--- src/rtl/user_proj_yblock_if.sv ---
// rtl/user_proj_yblock_if.sv - LA, Wishbone and IO pad bundle for the yblock wrapper
interface user_proj_yblock_if;
  logic         wbs_stb_i;
  logic         wbs_cyc_i;
  logic         wbs_we_i;
  logic [3:0]   wbs_sel_i;
  logic [31:0]  wbs_dat_i;
  logic [31:0]  wbs_adr_i;
  logic         wbs_ack_o;
  logic [31:0]  wbs_dat_o;
  logic [127:0] la_data_in;
  logic [127:0] la_oen;
  logic [127:0] la_data_out;
  logic [37:0]  io_in;
  logic [37:0]  io_out;
  logic [37:0]  io_oeb;

  modport master (
    output wbs_stb_i, wbs_cyc_i, wbs_we_i, wbs_sel_i, wbs_dat_i, wbs_adr_i,
    output la_data_in, la_oen, io_in,
    input  wbs_ack_o, wbs_dat_o, la_data_out, io_out, io_oeb
  );

  modport slave (
    input  wbs_stb_i, wbs_cyc_i, wbs_we_i, wbs_sel_i, wbs_dat_i, wbs_adr_i,
    input  la_data_in, la_oen, io_in,
    output wbs_ack_o, wbs_dat_o, la_data_out, io_out, io_oeb
  );
endinterface

--- src/rtl/user_proj_yblock.sv ---
// rtl/user_proj_yblock.sv - 16x16 dual-rail cell array configured through per-column LA shift chains
// Optional YBLOCK_OUTREG_EN registers the bottom data output for one cycle of latency.
module user_proj_yblock #(
  parameter int N    = 16,
  parameter int CFGW = 2
) (
  input  logic vdda1,
  input  logic vdda2,
  input  logic vssa1,
  input  logic vssa2,
  input  logic vccd1,
  input  logic vccd2,
  input  logic vssd1,
  input  logic vssd2,
  input  logic wb_clk_i,
  input  logic wb_rst_i,
  user_proj_yblock_if.slave bus
);
  localparam int SW        = N * CFGW;
  localparam int BRST_BIT  = 113;
  localparam int SHIFT_BIT = 112;
  localparam int CFG_LSB   = 96;
  localparam int DIN_LSB   = 64;

  logic              rst_n_int;
  logic              shift_en;
  logic [SW-1:0]     cfg_q [N];
  logic [SW-1:0]     cfg_d [N];
  logic [N-1:0]      cfg_tail;
  logic [2*N-1:0]    arr_out;
  logic [2*N-1:0]    dout;
  logic              unused_ok;

  // Either reset source clears every chain immediately and overrides a shift.
  assign rst_n_int = wb_rst_i & ~bus.la_data_in[BRST_BIT];
  assign shift_en  = bus.la_data_in[SHIFT_BIT];

  always_comb begin
    for (int c = 0; c < N; c++) begin
      cfg_d[c] = cfg_q[c];
      if (shift_en) cfg_d[c] = {cfg_q[c][SW-2:0], bus.la_data_in[CFG_LSB+c]};
    end
  end

  always_ff @(posedge wb_clk_i or negedge rst_n_int) begin
    if (!rst_n_int) begin
      for (int c = 0; c < N; c++) cfg_q[c] <= '0;
    end else begin
      for (int c = 0; c < N; c++) cfg_q[c] <= cfg_d[c];
    end
  end

  always_comb begin
    for (int c = 0; c < N; c++) cfg_tail[c] = cfg_q[c][SW-1];
  end

  function automatic logic [1:0] clean(input logic [1:0] x);
    return (x == 2'b11) ? 2'b00 : x;
  endfunction

  function automatic logic [1:0] cell_fn(input logic [1:0] mode,
                                         input logic [1:0] vin_raw,
                                         input logic [1:0] left_raw);
    logic [1:0] a;
    logic [1:0] b;
    logic [1:0] res;
    a   = clean(vin_raw);
    b   = clean(left_raw);
    res = 2'b00;
    case (mode)
      2'b00: res = a;
      2'b01: res = {a[0], a[1]};
      2'b10: res = 2'b00;
      default: begin
        if (a == 2'b10 && b == 2'b10)
          res = 2'b10;
        else if ((a == 2'b01 && b != 2'b00) || (b == 2'b01 && a != 2'b00))
          res = 2'b01;
        else
          res = 2'b00;
      end
    endcase
    return res;
  endfunction

  // Rows are evaluated top to bottom; within a row the join reads the cell to its left.
  always_comb begin : array_eval
    logic [1:0] vin  [N];
    logic [1:0] vout [N];
    logic [1:0] left;
    int         lidx;
    arr_out = '0;
    left    = 2'b00;
    lidx    = 0;
    for (int c = 0; c < N; c++) begin
      vin[c]  = bus.la_data_in[DIN_LSB+2*c +: 2];
      vout[c] = 2'b00;
    end
    for (int r = 0; r < N; r++) begin
      for (int c = 0; c < N; c++) begin
        lidx    = (c == 0) ? 0 : c - 1;
        left    = (c == 0) ? vin[c] : vout[lidx];
        vout[c] = cell_fn(cfg_q[c][CFGW*r +: 2], vin[c], left);
      end
      for (int c = 0; c < N; c++) vin[c] = vout[c];
    end
    for (int c = 0; c < N; c++) arr_out[2*c +: 2] = vin[c];
  end

`ifdef YBLOCK_OUTREG_EN
  logic [2*N-1:0] dout_q;
  logic [2*N-1:0] dout_d;

  always_comb dout_d = arr_out;

  always_ff @(posedge wb_clk_i or negedge rst_n_int) begin
    if (!rst_n_int) dout_q <= '0;
    else            dout_q <= dout_d;
  end

  assign dout = dout_q;
`else
  assign dout = arr_out;
`endif

  assign bus.la_data_out = {{(128-3*N){1'b0}}, cfg_tail, dout};
  assign bus.wbs_ack_o   = 1'b0;
  assign bus.wbs_dat_o   = '0;
  assign bus.io_out      = '0;
  assign bus.io_oeb      = '1;

  assign unused_ok = ^{vdda1, vdda2, vssa1, vssa2, vccd1, vccd2, vssd1, vssd2,
                       bus.wbs_stb_i, bus.wbs_cyc_i, bus.wbs_we_i, bus.wbs_sel_i,
                       bus.wbs_dat_i, bus.wbs_adr_i, bus.la_oen, bus.io_in,
                       bus.la_data_in[127:114], bus.la_data_in[63:0]};
endmodule

--- src/flat_wrapper.sv ---
// flat-port wrapper written by rule: the top's interface ports become plain ports
module user_proj_yblock_flat 
#(
  parameter int N    = 16,
  parameter int CFGW = 2
)
  (vdda1, vdda2, vssa1, vssa2, vccd1, vccd2, vssd1, vssd2, wb_clk_i, wb_rst_i, bus_wbs_stb_i, bus_wbs_cyc_i, bus_wbs_we_i, bus_wbs_sel_i, bus_wbs_dat_i, bus_wbs_adr_i, bus_la_data_in, bus_la_oen, bus_io_in, bus_wbs_ack_o, bus_wbs_dat_o, bus_la_data_out, bus_io_out, bus_io_oeb);
  user_proj_yblock_if bus_i ();
  input  logic vdda1;
  input  logic vdda2;
  input  logic vssa1;
  input  logic vssa2;
  input  logic vccd1;
  input  logic vccd2;
  input  logic vssd1;
  input  logic vssd2;
  input  logic wb_clk_i;
  input  logic wb_rst_i;
  input wire logic [$bits(bus_i.wbs_stb_i)-1:0] bus_wbs_stb_i;
  input wire logic [$bits(bus_i.wbs_cyc_i)-1:0] bus_wbs_cyc_i;
  input wire logic [$bits(bus_i.wbs_we_i)-1:0] bus_wbs_we_i;
  input wire logic [$bits(bus_i.wbs_sel_i)-1:0] bus_wbs_sel_i;
  input wire logic [$bits(bus_i.wbs_dat_i)-1:0] bus_wbs_dat_i;
  input wire logic [$bits(bus_i.wbs_adr_i)-1:0] bus_wbs_adr_i;
  input wire logic [$bits(bus_i.la_data_in)-1:0] bus_la_data_in;
  input wire logic [$bits(bus_i.la_oen)-1:0] bus_la_oen;
  input wire logic [$bits(bus_i.io_in)-1:0] bus_io_in;
  output wire logic [$bits(bus_i.wbs_ack_o)-1:0] bus_wbs_ack_o;
  output wire logic [$bits(bus_i.wbs_dat_o)-1:0] bus_wbs_dat_o;
  output wire logic [$bits(bus_i.la_data_out)-1:0] bus_la_data_out;
  output wire logic [$bits(bus_i.io_out)-1:0] bus_io_out;
  output wire logic [$bits(bus_i.io_oeb)-1:0] bus_io_oeb;
  assign bus_i.wbs_stb_i = bus_wbs_stb_i;
  assign bus_i.wbs_cyc_i = bus_wbs_cyc_i;
  assign bus_i.wbs_we_i = bus_wbs_we_i;
  assign bus_i.wbs_sel_i = bus_wbs_sel_i;
  assign bus_i.wbs_dat_i = bus_wbs_dat_i;
  assign bus_i.wbs_adr_i = bus_wbs_adr_i;
  assign bus_i.la_data_in = bus_la_data_in;
  assign bus_i.la_oen = bus_la_oen;
  assign bus_i.io_in = bus_io_in;
  assign bus_wbs_ack_o = bus_i.wbs_ack_o;
  assign bus_wbs_dat_o = bus_i.wbs_dat_o;
  assign bus_la_data_out = bus_i.la_data_out;
  assign bus_io_out = bus_i.io_out;
  assign bus_io_oeb = bus_i.io_oeb;
  user_proj_yblock #(.N(N), .CFGW(CFGW)) u_core (.vdda1(vdda1), .vdda2(vdda2), .vssa1(vssa1), .vssa2(vssa2), .vccd1(vccd1), .vccd2(vccd2), .vssd1(vssd1), .vssd2(vssd2), .wb_clk_i(wb_clk_i), .wb_rst_i(wb_rst_i), .bus(bus_i));
endmodule
--- config.mk ---
export PLATFORM = sky130hd
export DESIGN_NAME = user_proj_yblock_flat
export DESIGN_NICKNAME = d
export VERILOG_FILES = /design/src/rtl/user_proj_yblock_if.sv /design/src/rtl/user_proj_yblock.sv /design/src/flat_wrapper.sv
export SDC_FILE = /design/constraint.sdc
export NUM_CORES = 2
export LEC_CHECK = 0
export BUFFER_PORTS_ARGS = -buffer_cell sky130_fd_sc_hd__buf_2
export CORE_ASPECT_RATIO = 1.1
export CORE_UTILIZATION = 35
export CTS_BUF_LIST = sky130_fd_sc_hd__clkbuf_8 sky130_fd_sc_hd__clkbuf_16
export CTS_CLUSTER_DIAMETER = 150
export DETAILED_ROUTE_END_ITERATION = 6
export PLACE_DENSITY = 0.58
export SYNTH_ARGS = -nofsm -noshare
export SYNTH_HDL_FRONTEND = slang
export SYNTH_SLANG_ARGS = --single-unit
--- constraint.sdc ---
create_clock -name wb_clk_i -period 57.6 [get_ports wb_clk_i]
set_input_delay 2.88 -clock wb_clk_i [delete_from_list [all_inputs] [get_ports wb_clk_i]]
set_output_delay 2.88 -clock wb_clk_i [all_outputs]
set_load 0.01 [all_outputs]
======== After elaboration in Yosys (flattened, before gate mapping) ========
Cells that the tools add are included.
storage, ports and cells
  register bits ........................... 512
  input bits .............................. 375
  logic and storage cells ................. 3885
operators by class
  equality and inequality tests ........... 1325
  muxes and demuxes ....................... 1039
  bitwise logic cells ..................... 2
  reductions and logical operators ........ 1503
operators with widths
  operator                                             count
  equality test 2 bit, second input constant           798
  case mux 2 bit (3 select lines)                      256
  equality test 2 x 1 -> 1 bit, second input constant  527
  2-to-1 mux 2 bit                                     527
  logical AND 1 bit                                    736
  nonzero test 2 bit                                   271
  logical NOT 2 bit                                    256
  2-to-1 mux 1 bit                                     256
  logical OR 1 bit                                     240
  AND 1 bit                                            1
  inverter 1 bit                                       1

======== Depth between registers and ports, before layout ========
  depth in word-level cells ............... 247
  mapped depth ............................ 186
  mapped depth without buffers ............ 186

======== Worst setup path before layout ========
OpenSTA, ideal clock, no wires.
  kind .................................... input port to output port
  start point ............................. input port bus_la_data_in[64]
  end point ............................... output port bus_la_data_out[30]
  arrival time ............................ 28.275 ns
  data required time ...................... 54.720 ns
  setup slack ............................. 26.445 ns
  stages on the path ...................... 153
  cell sequence ........................... nor2b_1 a22oi_1 inv_1 ha_1 o221ai_1 a31o_2 ha_1 nand2b_1 a221oi_1 nor2_1 ha_1 a211oi_2 o2111ai_2 o21a_1 ha_1 a211oi_1 o2111ai_1 a22oi_1 [... 117 more ...] nand3_1 o21ai_0 a22oi_1 inv_1 ha_1 nand3_1 o21ai_0 a22oi_1 inv_1 ha_1 nand3_1 o21ai_0 a22oi_1 inv_1 ha_1 o22ai_1 nand4_1 o21ai_0
on the way
  elaborated cells between the ends (all ways) .. 3024
RTL lines
  item                                                                       RTL line                text
  start, declared                                                            flat_wrapper.sv:25      input wire logic [$bits(bus_i.la_data_in)-1:0] bus_la_data_in;
  equality test 2 bit                                                        user_proj_yblock.sv:58  return (x == 2'b11) ? 2'b00 : x;
  2-to-1 mux 2 bit (*)                                                       user_proj_yblock.sv:58
  equality test 2 x 1 -> 1 bit / nonzero test 2 bit (equally long branches)  user_proj_yblock.sv:77  else if ((a == 2'b01 && b != 2'b00) || (b == 2'b01 && a != 2'b00))
  logical AND 1 bit                                                          user_proj_yblock.sv:77
  2-to-1 mux 1 bit                                                           user_proj_yblock.sv:77
  2-to-1 mux 2 bit                                                           user_proj_yblock.sv:75  if (a == 2'b10 && b == 2'b10)
  case mux 2 bit (3 select lines) (*)                                        user_proj_yblock.sv:70  case (mode)
  equality test 2 bit                                                        user_proj_yblock.sv:58
  [... 213 more ...]                                                         n/a
  net bus_la_data_out[25]                                                    flat_wrapper.sv:30      output wire logic [$bits(bus_i.la_data_out)-1:0] bus_la_data_out;
  [... 6 more ...]                                                           n/a
  net bus_la_data_out[27]                                                    flat_wrapper.sv:30
  [... 6 more ...]                                                           n/a
  net bus_la_data_out[29]                                                    flat_wrapper.sv:30
  equality test 2 bit                                                        user_proj_yblock.sv:58
  2-to-1 mux 2 bit (*)                                                       user_proj_yblock.sv:58
  equality test 2 x 1 -> 1 bit / nonzero test 2 bit (equally long branches)  user_proj_yblock.sv:77
  logical AND 1 bit                                                          user_proj_yblock.sv:77
  logical OR 1 bit                                                           user_proj_yblock.sv:77
  2-to-1 mux 1 bit                                                           user_proj_yblock.sv:77
  2-to-1 mux 2 bit (*)                                                       user_proj_yblock.sv:75
  case mux 2 bit (3 select lines) (*)                                        user_proj_yblock.sv:70
  end, declared                                                              flat_wrapper.sv:30
The timed path passes the listed nets; every way through them passes the cells marked *.

======== Worst setup path in the final report ========
  start point ............................. input port bus_la_data_in[64]
  end point ............................... output port bus_la_data_out[30]
on the way
  longest elaborated chain between the ends .. 247
  elaborated cells between the ends (all ways) .. 3024
ends and longest elaborated chain
  item                                                                       RTL line
  equality test 2 bit                                                        user_proj_yblock.sv:58
  2-to-1 mux 2 bit (*)                                                       user_proj_yblock.sv:58
  equality test 2 x 1 -> 1 bit / nonzero test 2 bit (equally long branches)  user_proj_yblock.sv:77
  logical AND 1 bit                                                          user_proj_yblock.sv:77
  2-to-1 mux 1 bit                                                           user_proj_yblock.sv:77
  2-to-1 mux 2 bit                                                           user_proj_yblock.sv:75
  case mux 2 bit (3 select lines) (*)                                        user_proj_yblock.sv:70
  equality test 2 bit                                                        user_proj_yblock.sv:58
  [... 231 more ...]                                                         n/a
  equality test 2 bit                                                        user_proj_yblock.sv:58
  2-to-1 mux 2 bit                                                           user_proj_yblock.sv:58
  equality test 2 x 1 -> 1 bit / nonzero test 2 bit (equally long branches)  user_proj_yblock.sv:77
  logical AND 1 bit                                                          user_proj_yblock.sv:77
  logical OR 1 bit                                                           user_proj_yblock.sv:77
  2-to-1 mux 1 bit                                                           user_proj_yblock.sv:77
  2-to-1 mux 2 bit                                                           user_proj_yblock.sv:75
  case mux 2 bit (3 select lines) (*)                                        user_proj_yblock.sv:70
Mark *: on every way between the ends. The rest lies on a longest branch, timed or not.

==> out/summary.txt <==
Status - finished, final reports clean
Seq/Total Area, Yosys - 0.264
H-tree depth - 3
Dominant cells by area after synthesis - dfrtp_1 (26%), ha_1 (16%), mux2_2 (10%), inv_1 (6.0%), mux2i_1 (3.9%)
Resized cells post-CTS - 0
Worst Tran Pin Value - 1010 ps
Critical Path Source Type - input port
Core area - 0.137 mm²
Drt first pass iters - 5
Worst Setup End Kind - output pin
Row cnt - 142
Boundary Pins - 612
Routed WL per cell - 13.6 µm
Power, Total - 0.00232 W
Met2 Use GR - 0.243
Area leader, netlist - dfrtp_1
Detail Placement HPWL - 75.0 mm
Final Hold Vio Count - 0
Hold crit path type - reg2reg
Post-Synth Adder-Cell Area - 0.162
Synth Area in XOR/XNOR - 0.000904
Post-route minimum period - 35050 ps
Post-synth ARST share - 1.00
Root buf cell - clkbuf_16
Peak supply drop - 0.0000203 V
Most used cell, CP - ha_1
Number of synthesized flops with an enable pin - 0
RD Place Congestion - 0.787
RR Startpoint - u_core.cfg_q[134]
Part of the cycle the worst path needs - 0.609
Ys flop type - dfrtp_1
Worst hold start - u_core.cfg_q[39]
First-pass GRT wire length - 175 mm
Setup repair bufs after CTS - 0
Met3 Track Usage GR - 0.0186
CTS tree - done
Clk buf depth - 3
Synthesized area - 0.0484 mm²
Slew margin rel. - 0.327
DRT iter0 DRCs - 1835
Largest family of logic cells by synthesized area - compound AO/OA/AOI/OAI gates
Yosys warns - 0
Critical Path Fanout Max - 7
Share of cells above drive strength 1 - 0.144
Mean area per synthesized cell - 8.86 µm²
Worst setup path start - bus_la_data_in[64]
Clock buffer count from CTS - 66
Clk_skew - 23.9 ps
Fin Hold WS - 523 ps
Final WS setup - 22550 ps
Nets - 6507
Yosys cell types - 117
#FFs+latches synth - 512
Reg clk slew, reported paths - 60 ps
Finished Cell Area - 0.0521 mm²
Routed vias - 38100
Placed Instance Area - 0.0500 mm²
Final number of max-transition violations - 0
Crit path max-delay cell type - a311oi_2
Vias in the first global route - 36400
Mapped Cells - 5468
Multiplexer share of the synthesized area - 0.145
Worst-Skew Late Latency - 650 ps
PD cells - 44.5 mW/mm²
Vias per Instance - 5.18
LEAKAGE - 23.0 nW
Maxcap violations - 0
Die height - 392 µm
Initial antenna violation count - 13
Starting Density - 0.354
Critical path type - in2out
CP max stage delay - 500 ps
Setup-failing EPs final - 0
M1 GR Usage - 0.191
Gr ovfl total - 0
Worst Setup Slack post-DPL - 22630 ps
Filler cells - 13700
DRC Markers - 0
Die X - 357 µm
Crit path DAT - 32170 ps
Max frequency - 28.5 MHz
Gr usage total - 0.144
Area of the die - 0.140 mm²
Gr busiest metal - met2
Top-area cell type share of the netlist area - 0.264
Area growth syn-to-layout - 7.54%
Final ANT Viol Nets - 0
CTS Sinks - 512
Cts hold-fix bufs - 0
Largest net degree at the start of global routing - 179
Simple-gate share of the synthesized area - 0.141
Setup TNS - 0 ps
Routed wire length - 100 mm
IO buf count - 99
Post-synthesis compound-gate area fraction - 0.184
RSZ-0062 raised after global routing - false
Worst Path Required - 54720 ps
==> report_power, final <==
part	switching (W)	leakage (nW)	total, W	internal (W)
registers	0.000205	6.64	0.000691	0.000486
clock network	0.000172	1.13	0.000412	0.000241
logic	0.000672	15.2	0.00122	0.000543
total	0.00105	23.0	0.00232	0.00127
==> per-layer routing <==
layer,part of all wire,wire (µm)
met1,0.48,48500
met2,0.46,46400
met3,0.033,3260
met4,0.020,1980
met5,0.0013,130
==> state kept, by name, indices dropped and copies added (netlist names) <==
| name | count |
|---|---|
| u_core.bus.la_data_out | 16 |
| u_core.cfg_q | 496 |
==> per-stage QoR <==
step / utilization / cells
4_1_cts: 0.381 / 7352
3_3_place_gp: 0.365 / 7235
6_report: 0.381 / 7354
3_5_place_dp: 0.365 / 7235
2_1_floorplan: - / 5655
5_1_grt: 0.381 / 7352
==> critical path: cells and delay by family <==
kind,cells,cell delay [ps]
AOI/OAI and AO/OA,63,12920
adders and majority gates,30,8700
and+or+nand+nor,50,6340
buffers and inverters,13,1310
==> final timing paths <==
check | endpoint | slack, ps | cells past startpoint
worst max-delay path | bus_la_data_out[30] | 22550 | 156
worst min-delay path | u_core.cfg_q[40] | 520 | 2
worst max register to register | u_core.cfg_q[134] | 56650 | 2
worst min register to register | u_core.cfg_q[40] | 520 | 2
max in group asynchronous | u_core.cfg_q[120] | 51300 | 7
min in group asynchronous | u_core.cfg_q[320] | 2490 | 3
==> cell families (layout without fill, tap and decap cells) <==
logic type / Yosys count / in the layout
compound gates: 1192 / 1192
xor+xnor: 5 / 5
fa+ha+maj: 629 / 629
buf+inv: 1105 / 1002
flops: 512 / 512
mux: 635 / 635
other cells: 2 / 191
simple gates: 1388 / 1388
==> Yosys cell counts, types with 18 or more instances <==
cell type  number
dfrtp_1       512
ha_1          629
o32ai_1        25
nor2b_1       101
a211oi_1       31
a22o_1         44
o221ai_1       56
buf_4         208
mux2_2        437
nand2b_1       50
or2_2          35
nor3_1         57
a31oi_1        62
and2_1         42
o211ai_1       28
clkbuf_1      106
nor2_1        203
or3_1          20
o22a_1         25
mux2i_1       189
o31ai_1        27
o21a_1         69
nand4_1       120
nand2_1       485
o22ai_1       191
a21oi_1        84
nand3_1       182
inv_1         770
and3_1         19
a22oi_1        18
o21ai_0       227
==> cell usage in the layout (no fill, tap or decap), drive strengths merged, types with 189 or more instances in the layout <==
master and instances:
o21ai 238, dfrtp 512, ha 629, o22ai 194, conb 189, mux2 437, nand2 485, inv 796
nor2 203, mux2i 189
==> cell type report <==
cell class | count | area, µm² | share of cell area
multi-input combinational | 4038 | 31400 | 0.602
timing repair buffer | 112 | 628 | 0.0121
clock buffer | 80 | 1840 | 0.0354
tap | 1800 | 2250 | 0.0432
antenna | 2 | 5.00 | 0.0000961
clock inverter | 37 | 279 | 0.00536
inverter | 773 | 2900 | 0.0557
sequential | 512 | 12800 | 0.246
Note: power is estimated with default switching activity, not from simulation.
